`src/rtl/muldiv_ctrl_pkg.sv`:
```
// muldiv_ctrl_pkg: definitions shared by the execute stage, the M-extension core
// and its sequencing controller.
//   alum_exe_type  : M-extension command encoding (ALUM_X = no operation)
//   DIV0_QUOT      : quotient returned for a divide by zero
//   INT_MIN        : most negative 32-bit integer
//   is_mul_op      : command belongs to the multiply family
//   is_signed_op   : command treats at least one operand as signed
//   abs32          : two's-complement magnitude (|INT_MIN| wraps to INT_MIN)
package muldiv_ctrl_pkg;

  typedef enum logic [3:0] {
    ALUM_X      = 4'd0,
    ALUM_MUL    = 4'd1,
    ALUM_MULH   = 4'd2,
    ALUM_MULHU  = 4'd3,
    ALUM_MULHSU = 4'd4,
    ALUM_DIV    = 4'd5,
    ALUM_DIVU   = 4'd6,
    ALUM_REM    = 4'd7,
    ALUM_REMU   = 4'd8
  } alum_exe_type;

  localparam logic [31:0] DIV0_QUOT = 32'hFFFF_FFFF;
  localparam logic [31:0] INT_MIN   = 32'h8000_0000;

  function automatic logic is_mul_op(input alum_exe_type cmd);
    return (cmd == ALUM_MUL) || (cmd == ALUM_MULH) ||
           (cmd == ALUM_MULHU) || (cmd == ALUM_MULHSU);
  endfunction

  function automatic logic is_signed_op(input alum_exe_type cmd);
    return (cmd == ALUM_MULH) || (cmd == ALUM_MULHSU) ||
           (cmd == ALUM_DIV) || (cmd == ALUM_REM);
  endfunction

  function automatic logic [31:0] abs32(input logic [31:0] x);
    return x[31] ? (~x + 32'd1) : x;
  endfunction

endpackage

```
`src/rtl/muldiv_ctrl_if.sv`:
```
// muldiv_ctrl_if: request/response channel between the execute stage and the
// multiply/divide controller.
//   in_valid/in_ready/in_cmd/in_a/in_b : op request (execute -> controller)
//   out_valid/out_ready/out_data       : result (controller -> writeback)
//   modport master : execute-stage side
//   modport slave  : controller side
interface muldiv_ctrl_if;
  import muldiv_ctrl_pkg::*;

  logic         in_valid;
  logic         in_ready;
  alum_exe_type in_cmd;
  logic [31:0]  in_a;
  logic [31:0]  in_b;
  logic         out_valid;
  logic         out_ready;
  logic [31:0]  out_data;

  modport master (
    output in_valid, in_cmd, in_a, in_b, out_ready,
    input  in_ready, out_valid, out_data
  );

  modport slave (
    input  in_valid, in_cmd, in_a, in_b, out_ready,
    output in_ready, out_valid, out_data
  );
endinterface

```
`src/rtl/muldiv_signfix.sv`:
```
// muldiv_signfix: combinational sign handling around the unsigned core.
//   cmd_i, a_i, b_i      : op as presented by the execute stage
//   core_cmd_o/a_o/b_o   : first-pass unsigned core command and operands
//   neg_o                : final result must be negated
//   two_pass_o           : negated multiply-high needs MUL then MULHU
//   special_o/_data_o    : op resolved without the core, and its result
//   neg_i, lo_i, res_i   : stored sign, stored low word, core result
//   single_o             : single-pass result with sign applied
//   combined_o           : two-pass negated high word
module muldiv_signfix
  import muldiv_ctrl_pkg::*;
(
  input  alum_exe_type cmd_i,
  input  logic [31:0]  a_i,
  input  logic [31:0]  b_i,
  output alum_exe_type core_cmd_o,
  output logic [31:0]  core_a_o,
  output logic [31:0]  core_b_o,
  output logic         neg_o,
  output logic         two_pass_o,
  output logic         special_o,
  output logic [31:0]  special_data_o,
  input  logic         neg_i,
  input  logic [31:0]  lo_i,
  input  logic [31:0]  res_i,
  output logic [31:0]  single_o,
  output logic [31:0]  combined_o
);

  logic div_op;
  logic rem_op;

  always_comb begin
    core_cmd_o = cmd_i;
    core_a_o   = a_i;
    core_b_o   = b_i;
    neg_o      = 1'b0;
    case (cmd_i)
      ALUM_MULH: begin
        core_cmd_o = ALUM_MULHU;
        core_a_o   = abs32(a_i);
        core_b_o   = abs32(b_i);
        neg_o      = a_i[31] ^ b_i[31];
      end
      ALUM_MULHSU: begin
        core_cmd_o = ALUM_MULHU;
        core_a_o   = abs32(a_i);
        neg_o      = a_i[31];
      end
      ALUM_DIV: begin
        core_cmd_o = ALUM_DIVU;
        core_a_o   = abs32(a_i);
        core_b_o   = abs32(b_i);
        neg_o      = a_i[31] ^ b_i[31];
      end
      ALUM_REM: begin
        core_cmd_o = ALUM_REMU;
        core_a_o   = abs32(a_i);
        core_b_o   = abs32(b_i);
        neg_o      = a_i[31];
      end
      default: ;
    endcase
    // Negating a 64-bit product needs the low word to know the carry into the
    // high word, so the first pass fetches the low half.
    two_pass_o = is_mul_op(cmd_i) && neg_o;
    if (two_pass_o) core_cmd_o = ALUM_MUL;
  end

  always_comb begin
    div_op         = (cmd_i == ALUM_DIV) || (cmd_i == ALUM_DIVU);
    rem_op         = (cmd_i == ALUM_REM) || (cmd_i == ALUM_REMU);
    special_o      = 1'b0;
    special_data_o = 32'd0;
    if ((div_op || rem_op) && (b_i == 32'd0)) begin
      special_o      = 1'b1;
      special_data_o = div_op ? DIV0_QUOT : a_i;
    end else if (is_signed_op(cmd_i) && !is_mul_op(cmd_i) &&
                 (a_i == INT_MIN) && (b_i == 32'hFFFF_FFFF)) begin
      special_o      = 1'b1;
      special_data_o = div_op ? INT_MIN : 32'd0;
    end
  end

  // -P = ~P + 1 over 64 bits: the +1 only carries into the high word when lo==0.
  assign single_o   = neg_i ? (~res_i + 32'd1) : res_i;
  assign combined_o = ~res_i + {31'd0, (lo_i == 32'd0)};

endmodule

```
`src/rtl/muldiv_ctrl.sv`:
```
// muldiv_ctrl: sequences signed/unsigned RV32M ops onto an unsigned iterative
// core, resolving divide-by-zero and overflow locally.
//   clk, reset         : clock, asynchronous active-high reset
//   kill               : pipeline flush, cancels the in-flight op
//   exe (slave)        : op request / result channel to the execute stage
//   core_req_valid/ready, core_cmd, core_a, core_b : request to the core
//   core_kill          : one-cycle cancel pulse to the core
//   core_res_valid, core_c : core result strobe and value
module muldiv_ctrl
  import muldiv_ctrl_pkg::*;
(
  input  logic         clk,
  input  logic         reset,
  input  logic         kill,
  muldiv_ctrl_if.slave exe,
  output logic         core_req_valid,
  input  logic         core_req_ready,
  output alum_exe_type core_cmd,
  output logic [31:0]  core_a,
  output logic [31:0]  core_b,
  output logic         core_kill,
  input  logic         core_res_valid,
  input  logic [31:0]  core_c
);

  typedef enum logic [2:0] {
    IDLE, ISSUE, WAIT, ISSUE2, WAIT2, DONE
  } state_t;

  state_t       state_q, state_d;
  logic         in_ready_q, out_valid_q, core_req_valid_q, core_kill_q;
  logic         core_kill_d;
  logic [31:0]  out_data_q, out_data_d;
  alum_exe_type core_cmd_q, core_cmd_d;
  logic [31:0]  core_a_q, core_a_d, core_b_q, core_b_d;
  logic         neg_q, neg_d, two_pass_q, two_pass_d;
  logic [31:0]  lo_q, lo_d;

  alum_exe_type map_cmd;
  logic [31:0]  map_a, map_b, special_data, single_res, combined_res;
  logic         map_neg, map_two_pass, special;
  logic         accept;

  muldiv_signfix u_signfix (
    .cmd_i          (exe.in_cmd),
    .a_i            (exe.in_a),
    .b_i            (exe.in_b),
    .core_cmd_o     (map_cmd),
    .core_a_o       (map_a),
    .core_b_o       (map_b),
    .neg_o          (map_neg),
    .two_pass_o     (map_two_pass),
    .special_o      (special),
    .special_data_o (special_data),
    .neg_i          (neg_q),
    .lo_i           (lo_q),
    .res_i          (core_c),
    .single_o       (single_res),
    .combined_o     (combined_res)
  );

  assign accept = exe.in_valid && in_ready_q && (exe.in_cmd != ALUM_X) && !kill;

  always_comb begin
    state_d     = state_q;
    out_data_d  = out_data_q;
    core_cmd_d  = core_cmd_q;
    core_a_d    = core_a_q;
    core_b_d    = core_b_q;
    neg_d       = neg_q;
    two_pass_d  = two_pass_q;
    lo_d        = lo_q;
    core_kill_d = 1'b0;
    if (kill) begin
      state_d     = IDLE;
      core_kill_d = (state_q == ISSUE) || (state_q == WAIT) ||
                    (state_q == ISSUE2) || (state_q == WAIT2);
    end else begin
      case (state_q)
        IDLE: begin
          if (accept) begin
            if (special) begin
              state_d    = DONE;
              out_data_d = special_data;
            end else begin
              state_d    = ISSUE;
              core_cmd_d = map_cmd;
              core_a_d   = map_a;
              core_b_d   = map_b;
              neg_d      = map_neg;
              two_pass_d = map_two_pass;
            end
          end
        end
        ISSUE:  if (core_req_ready) state_d = WAIT;
        WAIT: begin
          if (core_res_valid) begin
            if (two_pass_q) begin
              state_d    = ISSUE2;
              lo_d       = core_c;
              core_cmd_d = ALUM_MULHU;
            end else begin
              state_d    = DONE;
              out_data_d = single_res;
            end
          end
        end
        ISSUE2: if (core_req_ready) state_d = WAIT2;
        WAIT2: begin
          if (core_res_valid) begin
            state_d    = DONE;
            out_data_d = combined_res;
          end
        end
        DONE:    if (exe.out_ready) state_d = IDLE;
        default: state_d = IDLE;
      endcase
    end
  end

  // Handshake outputs are registered copies of the next-state decode so they
  // line up with the state they describe.
  always_ff @(posedge clk or posedge reset) begin
    if (reset) begin
      state_q          <= IDLE;
      in_ready_q       <= 1'b1;
      out_valid_q      <= 1'b0;
      core_req_valid_q <= 1'b0;
      core_kill_q      <= 1'b0;
      out_data_q       <= 32'd0;
      core_cmd_q       <= ALUM_X;
      core_a_q         <= 32'd0;
      core_b_q         <= 32'd0;
      neg_q            <= 1'b0;
      two_pass_q       <= 1'b0;
      lo_q             <= 32'd0;
    end else begin
      state_q          <= state_d;
      in_ready_q       <= (state_d == IDLE);
      out_valid_q      <= (state_d == DONE);
      core_req_valid_q <= (state_d == ISSUE) || (state_d == ISSUE2);
      core_kill_q      <= core_kill_d;
      out_data_q       <= out_data_d;
      core_cmd_q       <= core_cmd_d;
      core_a_q         <= core_a_d;
      core_b_q         <= core_b_d;
      neg_q            <= neg_d;
      two_pass_q       <= two_pass_d;
      lo_q             <= lo_d;
    end
  end

  assign exe.in_ready   = in_ready_q;
  assign exe.out_valid  = out_valid_q;
  assign exe.out_data   = out_data_q;
  assign core_req_valid = core_req_valid_q;
  assign core_cmd       = core_cmd_q;
  assign core_a         = core_a_q;
  assign core_b         = core_b_q;
  assign core_kill      = core_kill_q;

endmodule
```
`src/flat_wrapper.sv`:
```
// flat-port wrapper written by rule: the top's interface ports become plain ports
module muldiv_ctrl_flat import muldiv_ctrl_pkg::*;
  (clk, reset, kill, core_req_valid, core_req_ready, core_cmd, core_a, core_b, core_kill, core_res_valid, core_c, exe_in_valid, exe_in_cmd, exe_in_a, exe_in_b, exe_out_ready, exe_in_ready, exe_out_valid, exe_out_data);
  muldiv_ctrl_if exe_i ();
  input  logic clk;
  input  logic reset;
  input  logic kill;
  output logic core_req_valid;
  input  logic core_req_ready;
  output alum_exe_type core_cmd;
  output logic [31:0] core_a;
  output logic [31:0] core_b;
  output logic core_kill;
  input  logic core_res_valid;
  input  logic [31:0] core_c;
  input wire logic [$bits(exe_i.in_valid)-1:0] exe_in_valid;
  input wire logic [$bits(exe_i.in_cmd)-1:0] exe_in_cmd;
  input wire logic [$bits(exe_i.in_a)-1:0] exe_in_a;
  input wire logic [$bits(exe_i.in_b)-1:0] exe_in_b;
  input wire logic [$bits(exe_i.out_ready)-1:0] exe_out_ready;
  output wire logic [$bits(exe_i.in_ready)-1:0] exe_in_ready;
  output wire logic [$bits(exe_i.out_valid)-1:0] exe_out_valid;
  output wire logic [$bits(exe_i.out_data)-1:0] exe_out_data;
  assign exe_i.in_valid = exe_in_valid;
  assign exe_i.in_cmd = exe_in_cmd;
  assign exe_i.in_a = exe_in_a;
  assign exe_i.in_b = exe_in_b;
  assign exe_i.out_ready = exe_out_ready;
  assign exe_in_ready = exe_i.in_ready;
  assign exe_out_valid = exe_i.out_valid;
  assign exe_out_data = exe_i.out_data;
  muldiv_ctrl u_core (.clk(clk), .reset(reset), .kill(kill), .exe(exe_i), .core_req_valid(core_req_valid), .core_req_ready(core_req_ready), .core_cmd(core_cmd), .core_a(core_a), .core_b(core_b), .core_kill(core_kill), .core_res_valid(core_res_valid), .core_c(core_c));
endmodule
```
`config.mk`:
```
export PLATFORM = sky130hd
export DESIGN_NAME = muldiv_ctrl_flat
export DESIGN_NICKNAME = d
export VERILOG_FILES = /design/src/rtl/muldiv_ctrl_pkg.sv /design/src/rtl/muldiv_ctrl_if.sv /design/src/rtl/muldiv_signfix.sv /design/src/rtl/muldiv_ctrl.sv /design/src/flat_wrapper.sv
export SDC_FILE = /design/constraint.sdc
export NUM_CORES = 1
export LEC_CHECK = 0
export CORE_MARGIN = 2
export CORE_UTILIZATION = 51
export CTS_CLUSTER_SIZE = 8
export DETAILED_ROUTE_END_ITERATION = 8
export PLACE_DENSITY = 0.87
export SYNTH_ARGS = -nofsm -noshare
export SYNTH_HDL_FRONTEND = slang
export SYNTH_SLANG_ARGS = --single-unit
```
`constraint.sdc`:
```
create_clock -name clk -period 5.1 [get_ports clk]
set_input_delay 0.51 -clock clk [delete_from_list [all_inputs] [get_ports clk]]
set_output_delay 0.51 -clock clk [all_outputs]
set_load 0.005 [all_outputs]
```
== After elaboration in Yosys (flattened, before gate mapping) ==
Index checks and enable logic that the tools add are counted.

* Bits in registers: 141
* Input port bits: 107
* Word-level logic and storage cells: 122

* Add/subtract/negate cells: 4
* Eq/ne operators: 25
* Mux-type cells: 36
* Bitwise logic cells: 6
* Reduce and logical (&&, ||, !) cells: 39

{| class="wikitable"
|+ Operators with widths
! cell !! number
|-
| two-way mux 32 bit || 14
|-
| adder 32 x 1 -> 32 bit, second input constant || 3
|-
| NOT 32 bit || 3
|-
| case mux 32 bit (3 select lines) || 1
|-
| == test 32 bit, second input constant || 2
|-
| zero test 32 bit || 2
|-
| adder 32 x 1 -> 32 bit || 1
|-
| two-way mux 3 bit || 9
|-
| two-way mux 4 bit || 5
|-
| case mux 3 bit (6 select lines) || 1
|-
| == test 4 x 3 -> 1 bit, second input constant || 4
|-
| logical OR 1 bit || 13
|-
| case mux 4 bit (3 select lines) || 1
|-
| == test 3 x 2 -> 1 bit, second input constant || 3
|-
| == test 3 bit, second input constant || 3
|-
| == test 4 x 2 -> 1 bit, second input constant || 2
|-
| logical AND 1 bit || 8
|-
| inequality test 2 bit, second input constant || 4
|-
| case mux 4 bit (2 select lines) || 1
|-
| AND reduction 4 bit || 2
|-
| AND reduction 7 bit || 1
|-
| == test 3 x 1 -> 1 bit, second input constant || 2
|-
| zero test 3 bit || 2
|-
| inequality test 2 x 1 -> 1 bit, second input constant || 3
|-
| other kinds (14) || 20
|}

== Depth between registers and ports, before layout ==
Gate-level depths: netlist of the first run.

* Word-level depth: 16
* Gate-level depth with buffers: 12
* Depth with buffers taken out: 12

== By module ==
From an unflattened synthesis of the first run, not the netlist that was laid out.

* Cell total of the unflattened synthesis: 958
* Area total of the unflattened synthesis: 9507.9 um^2

{| class="wikitable"
|+ Modules (own cells, without submodules)
! module !! times used !! cells an instance !! area each (um^2)
|-
| muldiv_ctrl || 1 || 457 || 6165.9
|-
| muldiv_signfix || 1 || 501 || 3342.0
|}

== Worst setup path after synthesis of the first run ==
OpenSTA, ideal clock, no wires.

* Kind: input to register
* Start: input exe_in_b[0]
* End: register u_core.out_data_q[17], in the netlist u_core.exe.out_data[17]
* Data arrival time: 2632 ps
* Path slack: 2329 ps
* Stages on the path: 9
* Buffers on the path: 1
* Cell sequence: inv_1 -> ha_1 -> or4b_1 -> nor4_2 -> nand2_1 -> a2bb2oi_2 -> o22ai_4 -> buf_2 -> a41oi_1

* Cells in the longest elaborated chain, start to end: 7
* Elaborated cells between the ends (all ways): 13
* Those cells by class: 2 x eq/ne; 7 x mux; 4 x reduce/logical

{| class="wikitable"
|+ RTL lines
! element !! line !! source
|-
| start, declared || flat_wrapper.sv:19 || <nowiki>input wire logic [$bits(exe_i.in_b)-1:0] exe_in_b;</nowiki>
|-
| == test 32 bit || muldiv_signfix.sv:79 || <nowiki>(a_i == INT_MIN) && (b_i == 32'hFFFF_FFFF)) begin</nowiki>
|-
| logical AND 1 bit || muldiv_signfix.sv:79 ||
|-
| two-way mux 32 bit || muldiv_signfix.sv:78 || <nowiki>end else if (is_signed_op(cmd_i) && !is_mul_op(cmd_i) &&</nowiki>
|-
| two-way mux 32 bit || muldiv_signfix.sv:75 || <nowiki>if ((div_op || rem_op) && (b_i == 32'd0)) begin</nowiki>
|-
| two-way mux 32 bit || muldiv_ctrl.sv:82 || <nowiki>if (special) begin</nowiki>
|-
| two-way mux 32 bit || muldiv_ctrl.sv:81 || <nowiki>if (accept) begin</nowiki>
|-
| case mux 32 bit (3 select lines) || muldiv_ctrl.sv:79 || <nowiki>case (state_q)</nowiki>
|-
| end signal, assigned || muldiv_ctrl.sv:143 || <nowiki>out_data_q <= out_data_d;</nowiki>
|-
| end, declared || muldiv_ctrl.sv:33 || <nowiki>logic [31:0] out_data_q, out_data_d;</nowiki>
|}

Several ways; a longest one is shown, not always the timed one. The select of a mux whose other input is x is not followed.
A chain may end at the register's enable or synchronous reset.

== Worst setup path in the final report of the first run ==
* Start: input exe_in_cmd[3]
* End: register u_core.neg_q

* Cells in the longest elaborated chain, start to end: 12
* Elaborated cells between the ends (all ways): 32
* Those cells by class: 8 x eq/ne; 3 x mux; 1 x bitwise; 20 x reduce/logical

{| class="wikitable"
|+ RTL lines
! element !! line !! source
|-
| start, declared || flat_wrapper.sv:17 || <nowiki>input wire logic [$bits(exe_i.in_cmd)-1:0] exe_in_cmd;</nowiki>
|-
| == test 4 x 1 -> 1 bit or == test 4 x 2 -> 1 bit (tied branches) || muldiv_ctrl_pkg.sv:27, muldiv_ctrl_pkg.sv:32, muldiv_signfix.sv:38 ||
|-
| logical OR 1 bit (2 in series) || muldiv_ctrl_pkg.sv:27 || <nowiki>return (cmd == ALUM_MUL) || (cmd == ALUM_MULH) ||</nowiki>
|-
| logical OR 1 bit || muldiv_ctrl_pkg.sv:28 || <nowiki>(cmd == ALUM_MULHU) || (cmd == ALUM_MULHSU);</nowiki>
|-
| zero test 1 bit || muldiv_signfix.sv:78 ||
|-
| logical AND 1 bit (2 in series) || muldiv_signfix.sv:78 ||
|-
| logical AND 1 bit || muldiv_signfix.sv:79 ||
|-
| two-way mux 1 bit || muldiv_signfix.sv:78 ||
|-
| two-way mux 1 bit || muldiv_signfix.sv:75 ||
|-
| NOT 1 bit (no line) || -- ||
|-
| AND reduction 4 bit (no line) || -- ||
|-
| end signal, assigned || muldiv_ctrl.sv:147 || <nowiki>neg_q <= neg_d;</nowiki>
|-
| end, declared || muldiv_ctrl.sv:36 || <nowiki>logic neg_q, neg_d, two_pass_q, two_pass_d;</nowiki>
|}

Several ways; a longest one is shown, not always the timed one.

==> results.py, run 1 <==
metrics = {
    "placed_design": {
        "io_buffers": 210,
        "dp_hpwl_um": 20900,
        "pre_cts_ws_ns": 1.09,
        "placed_area_um2": 11000,
        "dp_cells": 1488,
        "place.gp.congestion": 0.942,
    },
    "timing": {
        "setup_viol": 0,
        "setup_slack_ns": 1.52,
        "maxSlewHeadroom_pct": 30.3,
        "hold_viol_final": 0,
        "drv_slew": 0,
        "fmax_mhz": 279,
        "rsz0062_at_grt": "false",
        "finalSetupTns_ns": 0,
        "period_share_pct": 70.2,
        "tightest_slew_ns": 1.04,
        "post-route-min-period_ns": 3.58,
        "final.setup_skew_ns": 0.00699,
        "worst_hold_slack_ns": 0.475,
    },
    "synthesis": {
        "synthTopCellsByArea": "dfrtp_1 (40%), nand2_1 (8.5%), o21ai_0 (8.2%)",
        "yosysSeqAreaShare_pct": 39.9,
        "netlist_area_um2": 8840,
        "yosys_warnings": 0,
        "netlist-cell-type-count": 67,
        "synth_top_area_share_pct": 39.6,
        "synth.net_count": 1227,
        "synth.avg_cell_area_um2": 7.94,
        "synth_most_common_cell": "nand2_1",
        "yosys.area.top_type": "dfrtp_1",
        "ys_top_cells_by_count": "nand2_1 (200), o21ai_0 (144), dfrtp_1 (140)",
        "synth_edf_count": 0,
        "ys_ff_latch": 141,
        "synth_top_flop_cell": "dfrtp_1",
        "async_flop_share_pct": 100,
        "netlist_instances": 1114,
    },
    "worst_setup_path": {
        "crit_type": "input port to register",
        "critPathMaxStageDelay_ns": 0.67,
        "endpoint_kind": "register",
        "worstPathRequired_ns": 5.44,
        "cp_max_fo": 74,
        "cp.arrival_ns": 3.93,
        "crit_slowest_cell": "clkdlybuf4s50_1",
        "start_kind": "input port",
        "crit_family": "simple AND/OR/NAND/NOR gates",
        "path_cells": "clkdlybuf4s50_1 > nand4b_1 > or4_1 > nor4_1 > a2bb2oi_2 > nand2_4 > buf_12 > nand2_1 > o21ai_0",
        "cp_num_buf_inv": 2,
    },
    "detailed_routing": {
        "drt_iter0_markers": 937,
        "wl_per_cell_um": 18.4,
        "via_count": 9248,
        "viasPerCell": 6.09,
        "drt_pre_antenna_iters": 6,
        "ant_nets": 0,
        "wirelength_um": 28000,
        "drc_errors": 0,
    },
    "run_status": {
        "status": "finished clean",
    },
    "cts": {
        "cts_tree": "yes",
        "clock-sinks": 141,
        "cts_setup_buffers": 0,
        "cts_buffer_depth": 2,
        "cts_buffers": 17,
        "h-tree-depth": 4,
        "ctsResizeCount": 0,
        "clock-root-buffer": "clkbuf_16",
        "clkTransAtPathRegs_ns": 0.06,
        "ctsHoldBuffers": 0,
        "clk-insertion-delay-late_ns": 0.43,
    },
    "global_route": {
        "antenna_found_initial": 0,
        "grt_pass1_vias": 8886,
        "grt_usage_pct": 30.5,
        "grt_pass1_wl_um": 44600,
        "grt_max_degree": 105,
        "grt-ovfl-total": 0,
    },
    "floorplan": {
        "dieArea_um2": 18400,
        "fp-row-count": 48,
        "die_h_um": 136,
        "initial_utilization_pct": 51.6,
        "die_w_um": 136,
        "num_io_pins": 211,
        "design.core.area_um2": 17100,
    },
    "cells_and_area": {
        "fin_area_um2": 11600,
        "layout.nets": 1395,
        "final_util_pct": 67.8,
        "fin_cells": 1519,
        "area_delta_synth_final_pct": 31.2,
        "drive_gt1_share_pct": 4.71,
        "insertedDiodeCount": 0,
        "multiInputGateArea_um2": 4900,
        "num-fill-cells": 1386,
        "seqCellArea_um2": 3530,
    },
    "worst_hold_path": {
        "min_path_type": "register to register",
    },
    "power_and_ir_drop": {
        "leakage_nw": 4.62,
        "peakVddDrop_mv": 0.263,
        "total_power_mw": 4.29,
        "power.density_nw_per_um2": 370,
    },
    "flow_run": {
        "drv_cap": 0,
    },
}
==> kinds of logic after synthesis <==
group / synth area share (%)
fa+ha+maj: 0.849
simple gates: 24.3
xor+xnor: 6.64
buf+inv: 4.80
mux: 0.566
flops: 39.9
compound gates: 22.9
==> cells in the final DEF, fill, tap and decap left out, types with 8 or more instances in the layout <==
master / n
nor2_1: 106
clkbuf_16: 17
inv_1: 21
o41ai_1: 11
o21ai_1: 9
o31ai_1: 19
nand4_1: 14
nor4_1: 31
nand2_1: 199
nor2b_1: 8
xor2_1: 30
o22ai_1: 12
a21oi_1: 52
or4_1: 14
and2_1: 8
xnor2_1: 37
dfrtp_1: 140
a31oi_1: 36
o21ai_0: 144
nor3_1: 22
clkdlybuf4s50_1: 210
buf_4: 10
nand3_1: 18
==> registers in the layout, indices dropped and copies added, names as in the netlist, 3 cells and up <==
name	cells
u_core.core_a	32
u_core.core_cmd	4
u_core.exe.out_data	32
u_core.state_q	3
u_core.core_b	32
u_core.lo_q	32
==> area by class of cell <==
class                   instances  share of cell area [%]
multi-input cells             877                    42.3
flip-flops and latches        141                    30.4
repair buffers                222                    19.1
clock buffers                  20                    3.94
well taps                     225                    2.43
clock inverters                11                    1.02
inverters                      23                   0.787
==> where the power goes <==
group / switching [mW] / internal [mW]
logic: 0.575 / 0.811
registers: 0.238 / 1.43
clock network: 0.496 / 0.739
total: 1.31 / 2.98
==> final timing paths <==
check                      slack (ns)                   startpoint  cells after the start                                   to
min in group asynchronous        0.65                        reset                      2       u_core.exe.out_valid$_DFF_PP0_
setup / recovery                 1.52                exe_in_cmd[3]                      9             u_core.neg_q$_DFFE_PP0P_
max in group asynchronous        3.31                        reset                      3        u_core.exe.in_ready$_DFF_PP1_
hold / removal                   0.48  u_core.lo_q[30]$_DFFE_PP0P_                      2          u_core.lo_q[30]$_DFFE_PP0P_
setup reg to reg                 1.61  u_core.lo_q[16]$_DFFE_PP0P_                     12  u_core.exe.out_data[28]$_DFFE_PP0P_
hold reg to reg                  0.48  u_core.lo_q[30]$_DFFE_PP0P_                      2          u_core.lo_q[30]$_DFFE_PP0P_
==> worst register-to-register path, stage by stage (launching register included) <==
cell	delay [ns]
dfrtp_1	0.39
nor4_1	0.33
nand4_1	0.23
nor2_1	0.17
ha_1	0.18
ha_1	0.22
or3b_2	0.52
nor2_1	0.46
nand3_1	0.21
nor2_1	0.18
a221o_1	0.18
o21ai_0	0.15
a31oi_1	0.20
==> per-layer routing <==
metal,share of wire (%),up-vias,GRT usage [%]
met5,0,-,0
met4,3.8,0,12.3
met3,9.3,93,8.34
met2,47,507,49.9
met1,40,4322,38.2
li1,-,4326,-
Power figures use the tool's default switching activity.
==> inputs of run 2 (changes only) <==
- CORE_UTILIZATION: 51 -> 46
- PLACE_DENSITY: 0.87 -> 0.83
- clock period: 5.1 -> 3 ns (I/O delays scaled with it)
==> results.py, run 2 (synthesized netlist as in run 1, its figures left out) <==
metrics = {
    "worst_setup_path": {
        "cp.arrival_ns": 3.25,
        "cp_max_fo": 4,
        "crit_type": "register to register",
        "start_kind": "register",
        "worstPathRequired_ns": 3.36,
        "endpoint_kind": "register",
    },
    "power_and_ir_drop": {
        "peakVddDrop_mv": 0.473,
        "power.density_nw_per_um2": 595,
        "leakage_nw": 5.23,
    },
    "floorplan": {
        "die_h_um": 143,
        "dieArea_um2": 20300,
        "initial_utilization_pct": 47.1,
        "design.core.area_um2": 18800,
        "die_w_um": 143,
        "num_io_pins": 211,
        "fp-row-count": 50,
    },
    "worst_hold_path": {
        "min_path_type": "input port to asynchronous set/reset pin",
    },
    "timing": {
        "period_share_pct": 96.4,
        "maxSlewHeadroom_pct": 47.6,
        "drv_slew": 0,
        "finalSetupTns_ns": 0,
        "setup_viol": 0,
        "post-route-min-period_ns": 2.89,
        "hold_viol_final": 0,
        "rsz0062_at_grt": "true",
        "setup_slack_ns": 0.109,
        "final.setup_skew_ns": 0.00770,
        "tightest_slew_ns": 0.786,
        "fmax_mhz": 346,
    },
    "flow_run": {
        "drv_cap": 0,
    },
    "cts": {
        "clock-sinks": 141,
        "clkTransAtPathRegs_ns": 0.06,
        "clk-insertion-delay-late_ns": 0.43,
        "cts_tree": "yes",
        "h-tree-depth": 4,
        "clock-root-buffer": "clkbuf_16",
        "cts_buffers": 17,
        "ctsHoldBuffers": 0,
        "cts_buffer_depth": 2,
    },
    "detailed_routing": {
        "viasPerCell": 5.94,
        "drt_pre_antenna_iters": 6,
        "wirelength_um": 30500,
        "ant_nets": 0,
        "wl_per_cell_um": 18.6,
        "drt_iter0_markers": 998,
        "via_count": 9720,
        "drc_errors": 0,
    },
    "cells_and_area": {
        "final_common_cell": "clkdlybuf4s50_1",
        "fin_area_um2": 12700,
        "insertedDiodeCount": 0,
        "final_cell_mix": "clkdlybuf4s50_1 (210), nand2_1 (198), dfrtp_1 (140), o21ai_0 (139), buf_4 (111)",
        "layout.nets": 1503,
        "final_util_pct": 67.4,
        "area_delta_synth_final_pct": 43.1,
        "drive_gt1_share_pct": 13.8,
    },
    "placed_design": {
        "placed_area_um2": 11900,
        "io_buffers": 210,
        "place.gp.congestion": 0.997,
        "dp_hpwl_um": 22500,
        "pre_cts_ws_ns": -0.172,
    },
    "global_route": {
        "grt_pass1_vias": 9221,
        "antenna_found_initial": 0,
        "grt_usage_pct": 29.7,
        "grt_max_degree": 142,
        "grt_pass1_wl_um": 47700,
        "grt-ovfl-total": 0,
    },
    "run_status": {
        "status": "finished clean",
    },
}
## run 2: changes by cell type in the layout (fill, tap and decap cells not counted), sizes merged
cell / change
buf: +108
clkbuf: -2
clkinv: +2
bufinv: +1
## run 2: path summary, 6_finish.rpt
path / start / end / slack, ns / depth (start not counted)
min reg2reg: u_core.lo_q[23]$_DFFE_PP0P_ / u_core.lo_q[23]$_DFFE_PP0P_ / 0.48 / 2
min: reset / u_core.core_a[2]$_DFFE_PP0P_ / 0.43 / 3
min in group clk: u_core.lo_q[23]$_DFFE_PP0P_ / u_core.lo_q[23]$_DFFE_PP0P_ / 0.48 / 2
max: u_core.lo_q[29]$_DFFE_PP0P_ / u_core.exe.out_data[28]$_DFFE_PP0P_ / 0.11 / 13
max in group asynchronous: reset / u_core.core_b[5]$_DFFE_PP0P_ / 1.96 / 3
max reg2reg: u_core.lo_q[29]$_DFFE_PP0P_ / u_core.exe.out_data[28]$_DFFE_PP0P_ / 0.11 / 13
## run 2: worst max-delay path, stage by stage, from the launching register on
cell     delay (ns)
dfrtp_1        0.40
nor4_2         0.29
nand4_1        0.22
nor2_2         0.17
ha_2           0.21
ha_4           0.14
or3b_4         0.40
nor2_4         0.12
buf_6          0.14
nand3_4        0.09
nor2_4         0.14
a221o_1        0.17
o21ai_0        0.13
a31oi_1        0.18
## run 2: per-layer routing
| layer | global-route usage, % | vias to the layer above | wire length, um |
|---|---|---|---|
| li1 | - | 4548 | - |
| met1 | 37.9 | 4549 | 12200 |
| met2 | 49.2 | 531 | 14400 |
| met3 | 6.10 | 92 | 2840 |
| met4 | 12.1 | 0 | 1040 |
| met5 | 0 | - | 0 |
## run 2: metrics by stage
| step | std cells | hold slack (ns) | power, mW |
|---|---|---|---|
| 6_report | 1637 | 0.431 | 7.53 |
| 5_1_grt | 1637 | 0.494 | 7.90 |
| 4_1_cts | 1637 | 0.483 | 7.53 |
| 3_5_place_dp | 1605 | 0.467 | 5.32 |
| 3_3_place_gp | 1605 | 0.459 | 5.24 |
| 2_1_floorplan | 1114 | 0.371 | 3.62 |
## run 2: repair_timing
action	CTS	global route
buffers inserted	0	0
endpoints found under the setup margin	3	13
resized for setup	4	34
pin swaps	4	16
## run 2: power breakdown
| part | leakage (nW) | switching (mW) | internal, mW |
|---|---|---|---|
| clock | 0.292 | 0.872 | 1.33 |
| combinational | 3.14 | 1.01 | 1.46 |
| sequential | 1.80 | 0.426 | 2.43 |
## run 2: area by class of cell
cell class / instances / area, um^2
clock buffers: 18 / 439
clock inverters: 14 / 168
fillers: 1511 / 6110
inverters: 23 / 90.1
multi-input cells: 877 / 5040
flip-flops and latches: 141 / 3530
well taps: 234 / 293
repair buffers: 330 / 3090
